<file path="src/rtl/scale_coord_generator_pkg.sv">
// Shared types and constants for the pyramid-scale coordinate generator.
// SCG_FRAC_OUT_EN adds the fractional source-coordinate fields to the beat.
package pkg_scaleCoordGen;

   localparam int unsigned SCG_FRAC_BITS   = 12;
   localparam int unsigned SCG_FACTOR_BITS = 32;
   localparam int unsigned SCG_W_BITS      = 10;
   localparam int unsigned SCG_H_BITS      = 10;

   localparam int unsigned ONE  = 1 << SCG_FRAC_BITS;
   localparam int unsigned HALF = ONE >> 1;

   typedef enum logic [1:0] {
      S_IDLE,
      S_LOAD,
      S_RUN,
      S_FDONE
   } STATES_t;

   typedef struct packed {
      logic [SCG_W_BITS-1:0]    dst_x;
      logic [SCG_H_BITS-1:0]    dst_y;
      logic [SCG_W_BITS-1:0]    src_x;
      logic [SCG_H_BITS-1:0]    src_y;
`ifdef SCG_FRAC_OUT_EN
      logic [SCG_FRAC_BITS-1:0] src_x_frac;
      logic [SCG_FRAC_BITS-1:0] src_y_frac;
`endif
      logic                     last;
   } coord_beat_t;

endpackage

</file>
<file path="src/rtl/scale_coord_generator_axis_stepper.sv">
// One axis of the coordinate walk: destination counter, fixed-point source accumulator and
// round/clamp. Outputs describe the beat that will be presented after this edge.
module scale_axis_stepper
   import pkg_scaleCoordGen::*;
#(
   parameter int unsigned FRAC_BITS   = SCG_FRAC_BITS,
   parameter int unsigned FACTOR_BITS = SCG_FACTOR_BITS,
   parameter int unsigned C_BITS      = SCG_W_BITS
) (
   input  logic                   clk,
   input  logic                   resetn,
   input  logic                   clear,
   input  logic                   step,
   input  logic                   wrap,
   input  logic [C_BITS-1:0]      size,
   input  logic [C_BITS-1:0]      base,
   input  logic [FACTOR_BITS-1:0] factor,
   output logic                   at_last,
   output logic [C_BITS-1:0]      nxt_dst,
   output logic [C_BITS-1:0]      nxt_src,
`ifdef SCG_FRAC_OUT_EN
   output logic [FRAC_BITS-1:0]   nxt_frac,
`endif
   output logic                   nxt_last
);

   localparam int unsigned ACC_BITS = FACTOR_BITS + C_BITS;
   localparam int unsigned INT_BITS = ACC_BITS - FRAC_BITS;

   logic [ACC_BITS-1:0] acc_q, acc_d;
   logic [C_BITS-1:0]   dst_q, dst_d;
   logic [C_BITS-1:0]   last_idx;
   logic [C_BITS-1:0]   base_max;
   logic [INT_BITS-1:0] whole;
   logic                clamp;

   assign last_idx = size - C_BITS'(1);
   assign base_max = base - C_BITS'(1);

   always_comb begin
      acc_d = acc_q;
      dst_d = dst_q;
      if (clear || wrap) begin
         acc_d = '0;
         dst_d = '0;
      end else if (step) begin
         acc_d = acc_q + ACC_BITS'(factor);
         dst_d = dst_q + C_BITS'(1);
      end
   end

`ifdef SCG_FRAC_OUT_EN
   assign whole = INT_BITS'(acc_d >> FRAC_BITS);
`else
   localparam logic [ACC_BITS-1:0] RND = ACC_BITS'(64'd1 << (FRAC_BITS - 1));
   assign whole = INT_BITS'((acc_d + RND) >> FRAC_BITS);
`endif

   // An empty base image maps every destination onto source 0.
   assign clamp = (base == '0) || (whole > INT_BITS'(base_max));

   always_comb begin
      nxt_src = whole[C_BITS-1:0];
      if (base == '0) begin
         nxt_src = '0;
      end else if (clamp) begin
         nxt_src = base_max;
      end
   end

`ifdef SCG_FRAC_OUT_EN
   assign nxt_frac = clamp ? '0 : acc_d[FRAC_BITS-1:0];
`endif

   assign nxt_dst  = dst_d;
   assign nxt_last = (dst_d == last_idx);
   assign at_last  = (dst_q == last_idx);

   always_ff @(posedge clk) begin
      if (!resetn) begin
         acc_q <= '0;
         dst_q <= '0;
      end else begin
         acc_q <= acc_d;
         dst_q <= dst_d;
      end
   end

endmodule

</file>
<file path="src/rtl/scale_coord_generator.sv">
// Row-major destination/source coordinate stream for nearest-neighbour pyramid downscaling.
// Define SCG_FRAC_OUT_EN for truncated source coordinates plus src_x_frac/src_y_frac outputs.
module scale_coord_generator
   import pkg_scaleCoordGen::*;
#(
   parameter int unsigned FRAC_BITS   = SCG_FRAC_BITS,
   parameter int unsigned FACTOR_BITS = SCG_FACTOR_BITS,
   parameter int unsigned W_BITS      = SCG_W_BITS,
   parameter int unsigned H_BITS      = SCG_H_BITS
) (
   input  logic                   clk,
   input  logic                   resetn,
   input  logic                   sp_done,
   output logic                   sp_taken,
   input  logic [W_BITS-1:0]      base_w,
   input  logic [H_BITS-1:0]      base_h,
   input  logic [W_BITS-1:0]      scale_w,
   input  logic [H_BITS-1:0]      scale_h,
   input  logic [FACTOR_BITS-1:0] factor_x,
   input  logic [FACTOR_BITS-1:0] factor_y,
   output logic                   co_valid,
   input  logic                   co_ready,
   output logic [W_BITS-1:0]      dst_x,
   output logic [H_BITS-1:0]      dst_y,
   output logic [W_BITS-1:0]      src_x,
   output logic [H_BITS-1:0]      src_y,
`ifdef SCG_FRAC_OUT_EN
   output logic [FRAC_BITS-1:0]   src_x_frac,
   output logic [FRAC_BITS-1:0]   src_y_frac,
`endif
   output logic                   co_last,
   output logic                   frame_done,
   output logic                   busy
);

   STATES_t state;

   logic [W_BITS-1:0]      base_w_q, scale_w_q;
   logic [H_BITS-1:0]      base_h_q, scale_h_q;
   logic [FACTOR_BITS-1:0] factor_x_q, factor_y_q;

   coord_beat_t beat_q, beat_nxt;

   logic accept, clear;
   logic x_at_last, y_at_last;
   logic x_nxt_last, y_nxt_last;
   logic [W_BITS-1:0] x_nxt_dst, x_nxt_src;
   logic [H_BITS-1:0] y_nxt_dst, y_nxt_src;
`ifdef SCG_FRAC_OUT_EN
   logic [FRAC_BITS-1:0] x_nxt_frac, y_nxt_frac;
`endif

   assign accept = (state == S_RUN) && co_valid && co_ready;
   assign clear  = (state == S_LOAD);

   scale_axis_stepper #(
      .FRAC_BITS   (FRAC_BITS),
      .FACTOR_BITS (FACTOR_BITS),
      .C_BITS      (W_BITS)
   ) u_step_x (
      .clk      (clk),
      .resetn   (resetn),
      .clear    (clear),
      .step     (accept && !x_at_last),
      .wrap     (accept && x_at_last),
      .size     (scale_w_q),
      .base     (base_w_q),
      .factor   (factor_x_q),
      .at_last  (x_at_last),
      .nxt_dst  (x_nxt_dst),
      .nxt_src  (x_nxt_src),
`ifdef SCG_FRAC_OUT_EN
      .nxt_frac (x_nxt_frac),
`endif
      .nxt_last (x_nxt_last)
   );

   // Y only advances on a row wrap and holds on the final row of the frame.
   scale_axis_stepper #(
      .FRAC_BITS   (FRAC_BITS),
      .FACTOR_BITS (FACTOR_BITS),
      .C_BITS      (H_BITS)
   ) u_step_y (
      .clk      (clk),
      .resetn   (resetn),
      .clear    (clear),
      .step     (accept && x_at_last && !y_at_last),
      .wrap     (1'b0),
      .size     (scale_h_q),
      .base     (base_h_q),
      .factor   (factor_y_q),
      .at_last  (y_at_last),
      .nxt_dst  (y_nxt_dst),
      .nxt_src  (y_nxt_src),
`ifdef SCG_FRAC_OUT_EN
      .nxt_frac (y_nxt_frac),
`endif
      .nxt_last (y_nxt_last)
   );

   always_comb begin
      beat_nxt       = '0;
      beat_nxt.dst_x = x_nxt_dst;
      beat_nxt.dst_y = y_nxt_dst;
      beat_nxt.src_x = x_nxt_src;
      beat_nxt.src_y = y_nxt_src;
`ifdef SCG_FRAC_OUT_EN
      beat_nxt.src_x_frac = x_nxt_frac;
      beat_nxt.src_y_frac = y_nxt_frac;
`endif
      beat_nxt.last  = x_nxt_last && y_nxt_last;
   end

   always_ff @(posedge clk) begin
      if (!resetn) begin
         state      <= S_IDLE;
         base_w_q   <= '0;
         base_h_q   <= '0;
         scale_w_q  <= '0;
         scale_h_q  <= '0;
         factor_x_q <= '0;
         factor_y_q <= '0;
         beat_q     <= '0;
         co_valid   <= 1'b0;
         frame_done <= 1'b0;
      end else begin
         frame_done <= 1'b0;
         case (state)
            S_IDLE: begin
               if (sp_done) begin
                  base_w_q   <= base_w;
                  base_h_q   <= base_h;
                  scale_w_q  <= scale_w;
                  scale_h_q  <= scale_h;
                  factor_x_q <= factor_x;
                  factor_y_q <= factor_y;
                  state      <= S_LOAD;
               end
            end
            S_LOAD: begin
               if (scale_w_q == '0 || scale_h_q == '0) begin
                  state      <= S_FDONE;
                  frame_done <= 1'b1;
               end else begin
                  beat_q   <= beat_nxt;
                  co_valid <= 1'b1;
                  state    <= S_RUN;
               end
            end
            S_RUN: begin
               if (accept) begin
                  if (beat_q.last) begin
                     co_valid   <= 1'b0;
                     frame_done <= 1'b1;
                     state      <= S_FDONE;
                  end else begin
                     beat_q <= beat_nxt;
                  end
               end
            end
            S_FDONE: state <= S_IDLE;
            default: state <= S_IDLE;
         endcase
      end
   end

   assign sp_taken = (state == S_IDLE) && sp_done;
   assign busy     = (state != S_IDLE);
   assign dst_x    = beat_q.dst_x;
   assign dst_y    = beat_q.dst_y;
   assign src_x    = beat_q.src_x;
   assign src_y    = beat_q.src_y;
`ifdef SCG_FRAC_OUT_EN
   assign src_x_frac = beat_q.src_x_frac;
   assign src_y_frac = beat_q.src_y_frac;
`endif
   assign co_last  = beat_q.last;

endmodule

</file>
<file path="config.mk">
export PLATFORM = sky130hd
export DESIGN_NAME = scale_coord_generator
export DESIGN_NICKNAME = d
export VERILOG_FILES = /design/src/rtl/scale_coord_generator_pkg.sv /design/src/rtl/scale_coord_generator_axis_stepper.sv /design/src/rtl/scale_coord_generator.sv
export SDC_FILE = /design/constraint.sdc
export NUM_CORES = 1
export LEC_CHECK = 0
export BUFFER_PORTS_ARGS = -buffer_cell sky130_fd_sc_hd__buf_4
export CAP_MARGIN = 20
export CORE_MARGIN = 2
export CORE_UTILIZATION = 65
export CTS_BUF_LIST = sky130_fd_sc_hd__clkbuf_8
export DETAILED_ROUTE_END_ITERATION = 16
export GPL_TIMING_DRIVEN = 0
export PLACE_DENSITY_LB_ADDON = 0.3
export SYNTH_ARGS = -nofsm -noshare
export SYNTH_HDL_FRONTEND = slang
export SYNTH_HIERARCHICAL = 1
export SYNTH_SLANG_ARGS = --single-unit
</file>
<file path="constraint.sdc">
create_clock -name clk -period 19.27 [get_ports clk]
set_input_delay 2.8905 -clock clk [delete_from_list [all_inputs] [get_ports clk]]
set_output_delay 2.8905 -clock clk [all_outputs]
set_load 0.02 [all_outputs]
</file>
# Word-level counts from Yosys, hierarchy flattened
# Cells that the tools add are included.
dict set report word_totals {
  output_inout_bits 45
  inputBits 108
  ff_bits 253
  wordCells 96
}
dict set report op_classes {
  addsub 10
  n_lt_le_gt_ge 2
  n_mux 29
  n_reduce_logical 25
  n_eq_ne 12
}
# cell count
set ops {}
lappend ops {{$mux 42} 4}
lappend ops {{$mux 41} 3}
lappend ops {{$add 42x12->42 const B} 2}
lappend ops {{$add 42x32->42} 2}
lappend ops {{$pmux 41 s2} 1}
lappend ops {{$mux 10} 8}
lappend ops {{$gt 30x10->1} 2}
lappend ops {{$eq 10x10->1} 4}
lappend ops {{$logic_not 10->1} 4}
lappend ops {{$sub 10x1->10 const B} 4}
lappend ops {{$add 10x1->10 const B} 2}
lappend ops {{$ne 2x2->1 const B} 5}
lappend ops {{$pmux 2 s4} 1}
lappend ops {{$reduce_and 4->1} 2}
lappend ops {{$logic_and 1x1->1} 7}
lappend ops {{$mux 1} 7}
lappend ops {{$mux 2} 3}
lappend ops {{$reduce_and 3->1} 2}
lappend ops {{$eq 2x2->1 const B} 2}
lappend ops {{$logic_or 1x1->1} 4}
lappend ops {{$pmux 1 s2} 2}
lappend ops {{$reduce_bool 2->1} 2}
lappend ops {{$eq 2x1->1 const B} 1}
lappend ops {{$logic_not 1->1} 2}
lappend ops {{other kinds (2)} 2}

# Longest topological paths before layout
# Gate-level depths: netlist of run 1.
dict set report logic_depth {
  depth_word 15
  ltp_mapped 36
  mapped_depth_nobuf 33
}

# Modules after synthesis
# Netlist of run 1, hierarchy kept.
# module cells_each area_each_um2 instances seq_area_each_um2
set by_module_without_submodules {}
lappend by_module_without_submodules {scale_axis_stepper 854 6453.7 2 1041.0}
lappend by_module_without_submodules {scale_coord_generator 677 5619.1 1 2982.9}

# Worst setup path before layout of run 1
# Ideal clock, no wire load.
dict set report synth_timing {
  kind {in2reg}
  start {input co_ready}
  end {register beat_q (netlist bit src_x[0])}
  slack_ns 11.565
  setup_ns 0.118
  stages 27
  required_ns 19.152
  arrival_time_ns 7.587
  n_path_buf 5
  cell_sequence {and3_1 and2_1 or2_2 buf_2 clkbuf_1 buf_1 clkbuf_1 clkbuf_1 nor2_1 ha_1 inv_1 nor4b_4 nand2_1 xnor2_1 ha_1 a21o_1 a21o_1 a21oi_1 o21ai_0 a21oi_1 nand4_1 a21oi_1 o2111ai_4 nor2_4 mux2_4 nand2_1 mux2i_1}
}
dict set report synth_between {
  elab_chain_len 12
  elab_cells_between_ends 17
  classes_between {1 x add/sub; 1 x order compare; 1 x eq/ne; 8 x mux; 6 x reduce/logical}
}
# item line
set synth_lines {}
lappend synth_lines {{start: declaration} scale_coord_generator.sv:22} ;# input logic co_ready,
lappend synth_lines {{$logic_and 1x1->1 *} scale_coord_generator.sv:53} ;# assign accept = (state == S_RUN) && co_valid && co_ready;
lappend synth_lines {{$logic_and 1x1->1, on equally long branches} {scale_coord_generator.sv:64, scale_coord_generator.sv:65}}
lappend synth_lines {{$mux 42 or $logic_or 1x1->1 (tied branches)} {scale_coord_generator_axis_stepper.sv:46, scale_coord_generator_axis_stepper.sv:43}}
lappend synth_lines {{$mux 42 *} scale_coord_generator_axis_stepper.sv:43} ;# if (clear || wrap) begin
lappend synth_lines {{named net u_step_x.acc_d[11]} scale_coord_generator_axis_stepper.sv:30} ;# logic [ACC_BITS-1:0] acc_q, acc_d;
lappend synth_lines {{$add 42x12->42 *} scale_coord_generator_axis_stepper.sv:56} ;# assign whole = INT_BITS'((acc_d + RND) >> FRAC_BITS);
lappend synth_lines {{$gt 30x10->1} scale_coord_generator_axis_stepper.sv:60} ;# assign clamp = (base == '0) || (whole > INT_BITS'(base_max));
lappend synth_lines {{$logic_or 1x1->1} scale_coord_generator_axis_stepper.sv:60}
lappend synth_lines {{$mux 10 *} scale_coord_generator_axis_stepper.sv:66} ;# end else if (clamp) begin
lappend synth_lines {{$mux 10 *} scale_coord_generator_axis_stepper.sv:64} ;# if (base == '0) begin
lappend synth_lines {{named net x_nxt_src[0]} scale_coord_generator.sv:47} ;# logic [W_BITS-1:0] x_nxt_dst, x_nxt_src;
lappend synth_lines {{$mux 41} scale_coord_generator.sv:152} ;# if (beat_q.last) begin
lappend synth_lines {{$mux 41} scale_coord_generator.sv:151} ;# if (accept) begin
lappend synth_lines {{$pmux 41 s2 *} scale_coord_generator.sv:128} ;# case (state)
lappend synth_lines {{end signal: assignment} scale_coord_generator.sv:145} ;# beat_q <= beat_nxt;
lappend synth_lines {{end signal: assignment} scale_coord_generator.sv:157} ;# beat_q <= beat_nxt;
lappend synth_lines {{end: declaration} scale_coord_generator.sv:42} ;# coord_beat_t beat_q, beat_nxt;
# The timed path passes the listed nets; every way through them passes the cells marked *. The select of a mux whose other input is x is not followed.
# A chain may end at the register's enable or synchronous reset.

# Worst setup path after layout of run 1
dict set report layout_timing {
  start {input co_ready}
  end {register beat_q (netlist bit src_x[7])}
}
# The elaborated chain is that of the path after synthesis.

==> impl_metrics.ini, run 1 <==
[clock_network]
root_buffer = clkbuf_8
clkTransAtPathRegs_ps = 60
htree_levels = 2
cts.sinks = 253
post_cts_resized = 0
insertion_delay_ps = 570
cts_tree = done
ctsHoldBuffers = 0
clockBufferDepth = 3
post_cts_buffers = 0
cts-buffers-inserted = 45

[sta]
max_slew_margin = 0.193
tightest_slew_ps = 1210
hold_viol_final = 0
whs_ps = 460
period_share = 0.463
max_freq_ghz = 0.112
finalSetupViolCount = 0
period_minus_slack_ps = 8910
fin_tns_setup_ps = 0
slew_viol_final = 0
skew_ps = 20.8
rsz0062_at_grt = no

[logic_synthesis]
synthSimpleGateAreaFrac = 0.284
synth_cell_types = 112
synth_flop_cell = dfxtp_1
synth_compound_area_frac = 0.203
yosysSeqAreaShare = 0.273
ys_top_cells_by_area = dfxtp_1 (27%), nand2_1 (9.0%), ha_1 (6.5%), a21oi_1 (5.8%), xnor2_1 (4.3%)
synth_mux_area_frac = 0.0550
synth_xor_area_frac = 0.0728
syn-mean-instance-area_um2 = 7.77
netlist.area_leader.share = 0.273
yosys_warnings = 6
netlist_area_mm2 = 0.0185
synth_fa_ha_area_frac = 0.0670
syn_inst = 2385
synth_top_family_by_area = simple AND/OR/NAND/NOR gates
synth_edf_count = 0
yosysTopAreaCell = dfxtp_1
synth_commonest_cells = nand2_1 (444), dfxtp_1 (253), a21oi_1 (216)
synth-async-reset-ratio = 0
synth_seq_cells = 253
synthMostInstantiatedCell = nand2_1

[drt]
viasPerCell = 6.44
drt_pass1_iterations = 6
wl_per_cell_um = 20.5
drt-initial-drc-count = 1980
drtAntennaViolNets = 0
drc = 0
via_count = 19289
drt_wl_total_um = 61300

[place]
place_congestion = 1.01
detailed_place_hpwl_um = 46900
port_buffers = 152

[global_route]
grt_pass1_wl_um = 96400
antenna_found_initial = 0
overflow = 0
grt_pass1_vias = 18611
grt_start_max_net_pins = 21
track_usage = 0.396

[cells_and_area]
syn2layout_area_growth_pct = 13.7
drive_above_1_share = 0.150
nFillCells = 2133
nets = 2792

[critical_path]
cp_top_family = buffers and inverters
crit_type = in2reg
cp_max_fo = 10
crit_slowest_cell = clkbuf_1
crit_buf_inv = 6
start_kind = input pin
crit_path_end_kind = register
crit_arrival_ps = 9380
crit_required_ps = 19730
cpPeakStageDelay_ps = 580

[pwr]
leakagePower_nw = 8.46
pwr_density_cell_mw_per_mm2 = 91.8
internal_power_mw = 1.15
p_clk_frac = 0.267
vdd_drop_max_mv = 0.0802
p_seq_frac = 0.323
power_mw = 1.93
p_sw_uw = 781
switching_share = 0.404
p_comb_frac = 0.410

[worst_hold_path]
hold_class = reg2reg

[die]
io_pins = 153
rows = 61
dieArea_mm2 = 0.0299
chipHeight_um = 173
fp.dieW_um = 173
start_util = 0.663
core_mm2 = 0.0279

[flow_run]
max_cap_violations = 0

[status]
outcome = completed
sequential cells by signal, indices dropped and copies added (netlist names), 10 cells and up:
register / flops
u_step_x/acc_q: 42
u_step_y/acc_q: 42
factor_x_q: 32
factor_y_q: 32
base_h_q: 10
base_w_q: 10
dst_x: 10
dst_y: 10
scale_h_q: 10
scale_w_q: 10
src_x: 10
src_y: 10
u_step_x/dst_q: 10
u_step_y/dst_q: 10
metrics by stage:
stage	instance area [µm²]	util	worst slack, ps	instances
after floorplan	18500	-	11560	2387
after global placement	20100	0.721	9950	2917
after detailed placement	20100	0.721	9950	2917
after CTS	21100	0.754	10520	2996
after global routing	21100	0.754	9960	2996
final	21100	0.754	10360	2997
cell families after synthesis:
family,count (synthesis)
fa+ha+maj,98
mux,97
simple gates,1054
xor+xnor,154
flops,253
buf+inv,167
other cells,1
compound gates,561
final timing paths:
check / slack (ps) / to / start / depth (start not counted)
setup / recovery: 10360 / src_x[7] / co_ready / 28
hold / removal: 460 / dst_y[9] / dst_y[9] / 2
setup reg to reg: 10460 / src_x[7] / scale_w_q[0] / 34
hold reg to reg: 460 / dst_y[9] / dst_y[9] / 2
tightest hold or removal path: cells and delay by family, from the launching register on:
kind / cells / cell delay, ps
and+or+nand+nor: 1 / 50
muxes: 1 / 50
DFF: 1 / 310
final cells by class:
class,instances,area (µm²),share of cell area
Sequential cell,253,5060,0.240
Buffer,121,656,0.0311
Clock buffer,56,771,0.0366
Antenna cell,1,2.50,0.000119
Tap cell,378,473,0.0225
Clock inverter,23,144,0.00683
Inverter,46,173,0.00820
Multi-Input combinational cell,1967,12600,0.600
Timing Repair Buffer,152,1140,0.0542
power groups by stage:
stage | registers [mW] | logic [mW] | clock network, mW
floorplan | 0.626 | 0.558 | 0
global placement | 0.631 | 0.749 | 0
detailed placement | 0.634 | 0.770 | 0
CTS | 0.623 | 0.777 | 0.518
global route | 0.629 | 0.856 | 0.542
finish | 0.624 | 0.793 | 0.517
placed cells by master, fill, tap and decap left out, types with 56 or more instances in the layout:
cell type,instances
xnor2_1,92
nor3_1,80
o21ai_0,63
clkbuf_8,59
clkbuf_1,56
a21oi_1,216
xor2_1,62
buf_4,158
nand2_1,444
mux2i_1,77
dfxtp_1,253
ha_1,96
nor2_1,205
routing by layer:
metal	global-route usage	vias up	share of wire
met5	0	-	0
met4	0.238	0	0.066
met3	0.0552	277	0.084
met2	0.659	1047	0.46
met1	0.487	9059	0.39
li1	-	8906	-
Power figures use the tool's default switching activity.
==> inputs of run 2 (changes only) <==
--- a/config.mk
+++ b/config.mk
@@ -8,7 +8,7 @@
 export BUFFER_PORTS_ARGS = -buffer_cell sky130_fd_sc_hd__buf_4
 export CAP_MARGIN = 20
 export CORE_MARGIN = 2
-export CORE_UTILIZATION = 65
+export CORE_UTILIZATION = 63
 export CTS_BUF_LIST = sky130_fd_sc_hd__clkbuf_8
 export DETAILED_ROUTE_END_ITERATION = 16
 export GPL_TIMING_DRIVEN = 0
==> constraint.sdc (replaced) <==
create_clock -name clk -period 9.15 [get_ports clk]
set_input_delay 1.3725 -clock clk [delete_from_list [all_inputs] [get_ports clk]]
set_output_delay 1.3725 -clock clk [all_outputs]
set_load 0.02 [all_outputs]
==> impl_metrics.ini, run 2 (synthesis gave the netlist of run 1 again) <==
[worst_hold_path]
whs_path_depth = 2
hold_class = reg2reg
min_from = dst_y[5]
min_to = dst_y[5]

[sta]
skew_ps = 29.0
rsz0062_at_grt = no
max_freq_ghz = 0.116
finalSetupViolCount = 0
max_slew_margin = 0.309
tightest_slew_ps = 1040
period_minus_slack_ps = 8630
hold_viol_final = 0
period_share = 0.943
slew_viol_final = 0
fin_tns_setup_ps = 0

[die]
fp.dieW_um = 175
io_pins = 153
start_util = 0.642
rows = 62
dieArea_mm2 = 0.0308
chipHeight_um = 175
core_mm2 = 0.0289

[place]
place_congestion = 1.00
dp_cells = 2923
place_area_mm2 = 0.0202
port_buffers = 152
detailed_place_hpwl_um = 46700

[global_route]
grt_start_max_net_pins = 21
track_usage = 0.379
grt_pass1_vias = 18010
grt_pass1_wl_um = 93500
overflow = 0
antenna_found_initial = 0

[clock_network]
cts_tree = done
clkTransAtPathRegs_ps = 60
cts-buffers-inserted = 45
insertion_delay_ps = 580
htree_levels = 2
cts.sinks = 253
root_buffer = clkbuf_8
ctsHoldBuffers = 0
clockBufferDepth = 3

[flow_run]
max_cap_violations = 0

[cells_and_area]
nFillCells = 2342
finalNonFillerCells = 3006
final_common_cell = nand2_1
nets = 2792
top_regs = u_step_x/acc_q: 42 flops, u_step_y/acc_q: 42 flops
drive_above_1_share = 0.150
regArea_mm2 = 0.00506
syn2layout_area_growth_pct = 13.9
final_cell_area_mm2 = 0.0211
multi_input_area_mm2 = 0.0126
mostFrequentLayoutCells = nand2_1 (444), dfxtp_1 (253), a21oi_1 (216)

[drt]
viasPerCell = 6.33
drtAntennaViolNets = 0
drt-initial-drc-count = 1816
via_count = 19014
drt_pass1_iterations = 6
drc = 0
drt_wl_total_um = 60300
wl_per_cell_um = 20.1

[critical_path]
crit_arrival_ps = 9120
crit_required_ps = 9640
crit_path_end_kind = register
crit_slowest_cell = or4_1
worstRegToRegCells = 32
worst_r2r_endpoint = src_x[9]
crit_type = reg2reg
worstReg2RegStart = scale_w_q[2]
start_kind = register
cp_max_fo = 10
r2r_setup_slack_ps = 520
cpPeakStageDelay_ps = 580

[status]
outcome = completed

[pwr]
leakagePower_nw = 8.49
pwr_density_cell_mw_per_mm2 = 193
vdd_drop_max_mv = 0.200
==> run 2: cell count changes in the layout (fill, tap and decap cells not counted), sizes merged <==
cell and delta:
clkbuf +5, inv +5, clkinv -4, clkinvlp -2
bufinv -1
==> run 2: how the worst max path moves through the flow <==
stage	startpoint	to	slack, ps	depth (start not counted)
floorplan	scale_w_q[2]	src_x[0]	2480	32
global route	scale_w_q[2]	src_x[9]	120	33
CTS	scale_w_q[2]	src_x[9]	580	32
detailed placement	scale_w_q[2]	src_x[9]	600	32
finish	scale_w_q[2]	src_x[9]	520	32
global placement	scale_w_q[2]	src_x[7]	700	32
==> run 2: per-stage QoR <==
step	util	total power, mW	hold slack, ps	worst slack [ps]
after floorplan	-	2.50	441	2480
after detailed placement	0.698	2.95	449	598
after global placement	0.698	2.91	446	700
final	0.731	4.07	458	518
after global routing	0.731	4.27	473	120
after CTS	0.731	4.04	457	577
==> run 2: what timing repair did <==
| item | in CTS | in global routing |
|---|---|---|
| resized for setup | 0 | 2 |
| setup buffers | 0 | 0 |
| hold endpoints to repair | 0 | 0 |
| setup endpoints to repair | 0 | 5 |
==> run 2: power by group <==
part           internal [mW]  switching, mW
clock network          0.595          0.495
registers               1.21          0.105
logic                  0.640           1.02
==> run 2: routing by layer <==
layer / track usage / share of wire / vias up
met2: 0.615 / 0.45 / 931
met5: 0 / 0 / -
met4: 0.210 / 0.059 / 0
met3: 0.0519 / 0.082 / 234
met1: 0.487 / 0.41 / 8911
li1: - / - / 8938
==> run 2: critical path: cells and delay by family, from the launching register on <==
kind | cells | cell delay [ps]
fa+ha+maj | 2 | 520
flops | 1 | 360
xor+xnor | 3 | 610
simple gates | 12 | 3170
mux | 1 | 170
compound gates | 9 | 1660
buf+inv | 5 | 2040
==> run 2: layout make-up <==
class	instances	area share
multi-input combinational	1967	0.599
sequential	253	0.240
timing repair buffer	152	0.0541
clock buffer	61	0.0398
buffer	121	0.0311
tap	384	0.0228
inverter	46	0.00818
clock inverter	21	0.00463
antenna	1	0.000119
